File: config.mk
export PLATFORM = sky130hd
export DESIGN_NAME = uart_tx_arbiter
export DESIGN_NICKNAME = d
export VERILOG_FILES = /design/src/rtl/uart_tx_arbiter_pkg.sv /design/src/rtl/uart_tx_arbiter_rr_pick4.sv /design/src/rtl/uart_tx_arbiter.sv
export SDC_FILE = /design/constraint.sdc
export NUM_CORES = 1
export LEC_CHECK = 0
export ABC_AREA = 1
export BUFFER_PORTS_ARGS = -buffer_cell sky130_fd_sc_hd__buf_2
export CORE_MARGIN = 8
export CORE_UTILIZATION = 52
export CTS_BUF_LIST = sky130_fd_sc_hd__clkbuf_8
export CTS_CLUSTER_DIAMETER = 30
export DETAILED_ROUTE_END_ITERATION = 8
export PLACE_DENSITY = 0.79
export SLEW_MARGIN = 25
export SYNTH_ARGS = -nofsm -noshare
export SYNTH_HDL_FRONTEND = slang
export SYNTH_SLANG_ARGS = --single-unit
File: constraint.sdc
create_clock -name i_sysclk -period 1.7 [get_ports i_sysclk]
set_input_delay 0.085 -clock i_sysclk [delete_from_list [all_inputs] [get_ports i_sysclk]]
set_output_delay 0.085 -clock i_sysclk [all_outputs]
set_load 0.005 [all_outputs]
File: src/rtl/uart_tx_arbiter_pkg.sv
// uart_tx_arbiter_pkg: shared FSM state encodings and watchdog default
// for the UART transmit arbiter.
package uart_tx_arbiter_pkg;

    typedef enum logic [1:0] {
        IDLE      = 2'd0,
        START     = 2'd1,
        WAIT_DONE = 2'd2,
        ACK       = 2'd3
    } state_e;

    // One second of watchdog at the 50 MHz system clock.
    localparam int unsigned TIMEOUT_MAX_DEFAULT = 32'd50_000_000 - 32'd1;

endpackage

File: src/rtl/uart_tx_arbiter_rr_pick4.sv
// rr_pick4: combinational 4-way round-robin pick; the first set request
// found scanning ptr, ptr+1, ... (mod 4) wins.
module rr_pick4 (
    input  logic [3:0] req,
    input  logic [1:0] ptr,
    output logic [3:0] grant_onehot,
    output logic [1:0] grant_idx
);

    logic [1:0] idx;

    // Scanning from the farthest offset down lets the nearest hit overwrite.
    always_comb begin
        idx       = '0;
        grant_idx = '0;
        for (int i = 3; i >= 0; i--) begin
            idx = ptr + 2'(i);
            if (req[idx]) grant_idx = idx;
        end
        grant_onehot = (req != 4'd0) ? 4'b0001 << grant_idx : 4'd0;
    end

endmodule

File: src/rtl/uart_tx_arbiter.sv
// uart_tx_arbiter: round-robin arbiter handing one byte at a time from
// N_REQ requesters to a byte transmitter, with a completion watchdog.
module uart_tx_arbiter
    import uart_tx_arbiter_pkg::*;
#(
    parameter int          N_REQ       = 4,
    parameter int unsigned TIMEOUT_MAX = TIMEOUT_MAX_DEFAULT
) (
    input  logic               i_sysclk,
    input  logic               i_rst_n,
    input  logic [N_REQ-1:0]   i_req,
    input  logic [8*N_REQ-1:0] i_req_data,
    output logic [N_REQ-1:0]   o_grant,
    output logic [N_REQ-1:0]   o_ack,
    output logic               o_err,
    output logic [7:0]         o_tx_data,
    output logic               o_tx_en,
    input  logic               i_tx_done,
    output logic               o_busy
);

    localparam int CW = (TIMEOUT_MAX > 0) ? $clog2(TIMEOUT_MAX + 1) : 1;

    state_e           state_q, state_d;
    logic [1:0]       ptr_q, ptr_d;
    logic [1:0]       gidx_q, gidx_d;
    logic [CW-1:0]    cnt_q, cnt_d;
    logic [N_REQ-1:0] grant_q, grant_d;
    logic [N_REQ-1:0] ack_q, ack_d;
    logic [7:0]       data_q, data_d;
    logic             err_q, err_d;
    logic             tx_en_q, tx_en_d;
    logic             busy_q, busy_d;
    logic [3:0]       pick_oh;
    logic [1:0]       pick_idx;
    logic             launch;
    logic             done;
    logic             timeout;

    rr_pick4 u_pick (
        .req          (i_req),
        .ptr          (ptr_q),
        .grant_onehot (pick_oh),
        .grant_idx    (pick_idx)
    );

    assign launch  = (state_q == IDLE) && (|i_req);
    // i_tx_done only means something while a byte is in flight.
    assign done    = (state_q == WAIT_DONE) && i_tx_done;
    assign timeout = cnt_q == CW'(TIMEOUT_MAX);

    always_ff @(posedge i_sysclk or negedge i_rst_n) begin
        if (!i_rst_n) begin
            state_q <= IDLE;
            ptr_q   <= '0;
            gidx_q  <= '0;
            cnt_q   <= '0;
            grant_q <= '0;
            ack_q   <= '0;
            data_q  <= '0;
            err_q   <= 1'b0;
            tx_en_q <= 1'b0;
            busy_q  <= 1'b0;
        end else begin
            state_q <= state_d;
            ptr_q   <= ptr_d;
            gidx_q  <= gidx_d;
            cnt_q   <= cnt_d;
            grant_q <= grant_d;
            ack_q   <= ack_d;
            data_q  <= data_d;
            err_q   <= err_d;
            tx_en_q <= tx_en_d;
            busy_q  <= busy_d;
        end
    end

    // Watchdog is zero everywhere but WAIT_DONE, so it is clear on entry.
    always_comb begin
        state_d = state_q;
        ptr_d   = ptr_q;
        cnt_d   = '0;
        case (state_q)
            IDLE:      state_d = launch ? START : IDLE;
            START:     state_d = WAIT_DONE;
            WAIT_DONE: begin
                state_d = done ? ACK : (timeout ? IDLE : WAIT_DONE);
                cnt_d   = cnt_q + 1'b1;
                ptr_d   = (done || timeout) ? gidx_q + 2'd1 : ptr_q;
            end
            default:   state_d = IDLE;
        endcase
    end

    always_comb begin
        grant_d = launch ? pick_oh : ((state_d == IDLE) ? '0 : grant_q);
        gidx_d  = launch ? pick_idx : gidx_q;
        data_d  = launch ? i_req_data[{pick_idx, 3'b000} +: 8] : data_q;
        tx_en_d = state_d == START;
        ack_d   = (state_d == ACK) ? grant_q : '0;
        err_d   = (state_q == WAIT_DONE) && (state_d == IDLE);
        busy_d  = state_d != IDLE;
    end

    assign o_grant   = grant_q;
    assign o_ack     = ack_q;
    assign o_err     = err_q;
    assign o_tx_data = data_q;
    assign o_tx_en   = tx_en_q;
    assign o_busy    = busy_q;

endmodule

==> out/results.tsv <==
stage	metric	value	unit
critical_path	crit path kind	reg -> reg	
floorplan	Die W	91.9	um
global_route	Remaining Overflow, GRT	0	
layout	ant diodes	0	
timing	f_max	0.559	GHz
outcome	status	finished with violations	
floorplan	Die Area	0.00844	mm2
critical_path	Crit Path Max Fanout	9	
clock_network	CTS Sinks	51	
timing	Slew Viols, Final	0	
timing	RSZ-0062 raised after global routing	yes	
layout	Layout Cells excl Fill	563	
timing	Final period util	105	%
synth	area of the mapped netlist	0.00299	mm2
route	# DRC	0	
layout	Layout fillers	421	
synth	synth top area cells	dfrtp_1, nand2_1, inv_1	
critical_path	Startpoint Class	flop	
synth	#FFs+latches synth	51	
layout	Final #Nets	530	
clock_network	H-Tree Depth	2	
min_path	Hold Startpoint	i_req_data[13]	
timing	final setup vio count	10	
route	drt first pass iters	5	
global_route	GRT Util Overall	18.3	%
critical_path	CP arrival	2.00	ns
placed_design	pre-CTS setup slack	-0.0341	ns
clock_network	clock transition at the registers of the reported paths	0.10	ns
synth	Mean Syn Cell Area	7.50	um2
critical_path	reg-to-reg startpoint	ptr_q[0]$_DFFE_PN0P_	
layout	Area growth syn-to-layout	30.8	%
min_path	WHS Path Cells	5	
synth	post-synth cell types	32	
route	routed wire length per instance	15.2	um
critical_path	R2R depth	12	
route	total wire length	8540	um
timing	Min Hold Slack	0.106	ns
critical_path	CP Data Required Time	1.91	ns
min_path	WHS Endpoint	o_tx_data[5]$_DFFE_PN0P_	
outcome	violated checks	negative setup slack	
synth	Mapped Nets	439	
synth	largest area contributor in the netlist	dfrtp_1	
pwr	Peak VDD IR	1.30	mV
pwr	power density over cell area	1500	mW/mm2
global_route	pin count of the biggest net entering global routing	33	
synth	Synth warnings	0	
synth	sequential fraction of the synthesis area	42.7	%
placed_design	gpl congestion	0.902	
route	total number of vias	3043	
pwr	power after layout	0.00587	W
global_route	initial antenna violation count	0	
critical_path	FF-to-FF End	o_tx_data[3]$_DFFE_PN0P_	
pwr	Leakage	1.97	nW
layout	most frequent cells in the layout	nand2_1, buf_2, inv_1, dfrtp_1, nor2_1	
layout	most common cell after layout, fill and taps aside	nand2_1	
route	number of DRC markers in iteration 0	195	
placed_design	PortBufs	57	
timing	final hold violation count	0	
timing	min cycle time layout	1.79	ns
critical_path	CP Capture Type	flop	
synth	Synth top area share	42.7	%
placed_design	dpl hpwl	5800	um
layout	storage element area	0.00128	mm2
floorplan	Initial Util	54.0	%
clock_network	Clock Tree Buf Depth	2	
run	Max-Cap Viols	0	
floorplan	Die Y	91.9	um
floorplan	# rows	27	
layout	share of cells above drive strength 1	36.3	%
min_path	hold crit path type	in -> reg	
clock_network	cts bufs inserted	5	
clock_network	CTS Root Cell	clkbuf_8	
timing	relative slew slack	67.9	%
clock_network	worst skew pair latency	0.31	ns
global_route	vias in the first global route	3040	
floorplan	# IOs	58	
route	Final ANT Viol Nets	0	
route	vias per cell	5.40	
clock_network	CTS tree	yes	
floorplan	CORE AREA	0.00554	mm2
placed_design	Cells after DPL	538	
layout	area of the multi-input gates	0.00168	mm2
timing	Clock Skew	0.00751	ns
timing	final worst slack	-0.0905	ns
synth	Syn Inst Count	399	
global_route	global-route wire length before repair	13100	um
timing	measured slew at the worst slew-check pin	0.482	ns
critical_path	reg-to-reg slack, setup	-0.09	ns
cells by family (layout without fill, tap and decap cells):
family          count (synthesis)  after routing  share of synthesized area (%)
xor+xnor                        9              9                           2.64
buf+inv                        63            150                           8.95
simple gates                  242            246                           39.1
fa+ha+maj                       1              1                          0.418
compound gates                 33             34                           6.27
flops                          51             51                           42.7
how the worst max path moves through the flow:
stage | from | to | slack [ns]
CTS | ptr_q[0]$_DFFE_PN0P_ | o_tx_data[7]$_DFFE_PN0P_ | -0.02
detailed placement | cnt_q[0]$_DFF_PN0_ | cnt_q[24]$_DFF_PN0_ | -0.03
global route | ptr_q[0]$_DFFE_PN0P_ | o_tx_data[0]$_DFFE_PN0P_ | -0.17
global placement | cnt_q[0]$_DFF_PN0_ | cnt_q[24]$_DFF_PN0_ | -0.006
floorplan | cnt_q[0]$_DFF_PN0_ | cnt_q[24]$_DFF_PN0_ | 0.11
finish | ptr_q[0]$_DFFE_PN0P_ | o_tx_data[3]$_DFFE_PN0P_ | -0.09
sequential cells by signal, indices dropped and copies added, names as in the netlist:
name,cells
o_tx_data,8
cnt_q,26
gidx_q,2
o_tx_en,1
o_err,1
o_ack,4
o_grant,4
o_busy,1
ptr_q,2
state_q,2
worst max-delay path: stages (launching register included):
cell	delay [ns]
dfrtp_2	0.45
buf_12	0.16
o21ai_2	0.18
nand2_2	0.10
nand2_2	0.09
inv_2	0.07
nand3_4	0.13
buf_12	0.15
nand2_8	0.07
nand2_1	0.08
nand2_1	0.06
nor2_1	0.10
nor2_1	0.05
power by group:
group	switching, W	leakage [nW]	internal (W)	total (W)
Clock	0.000431	0.0452	0.000301	0.000732
Combinational	0.00215	1.25	0.00133	0.00347
Sequential	0.000186	0.668	0.00148	0.00167
per-stage QoR:
stage / setup TNS [ns] / cell area [um2] / utilization (%)
6_report: -0.615 / 3910 / 70.6
5_1_grt: -1.50 / 3910 / 70.6
4_1_cts: -0.0368 / 3610 / 65.1
3_5_place_dp: -0.133 / 3460 / 62.5
3_3_place_gp: -0.00566 / 3460 / 62.5
2_1_floorplan: 0 / 2990 / -
cells in the mapped netlist, drive strengths merged:
cell type,instances
nand2,107
nor2,59
inv,56
dfrtp,51
nand3,39
a21oi,16
o21ai,16
nor3,11
nand4,9
or2,8
nor4,7
xor2,7
clkbuf,4
buf,3
xnor2,2
a2bb2oi,1
and2,1
and3,1
ha,1
timing repair:
action / in CTS / in global routing
gates resized for setup: 3 / 50
hold buffers: 1 / 0
gates cloned: 3 / 4
hold endpoints to repair: 19 / 0
pin swaps: 4 / 19
buffers inserted: 1 / 8
endpoints found under the setup margin: 10 / 28
cell type report:
cell class	count	share of cell area (%)
clock inverters	3	0.639
multi-input cells	290	43.0
flip-flops and latches	51	32.7
clock buffers	5	1.76
inverters	56	5.37
repair buffers	86	14.3
well taps	72	2.30
routing by layer:
metal | routed length (um) | share of wire, % | track usage, % | vias to the layer above
li1 | - | - | - | 1459
met1 | 3300 | 39 | 22.0 | 1406
met2 | 4390 | 51 | 32.2 | 148
met3 | 599 | 7.0 | 3.67 | 30
met4 | 243 | 2.8 | 5.10 | 0
met5 | 0 | 0 | 0 | -
Note: power is estimated with default switching activity, not from simulation.
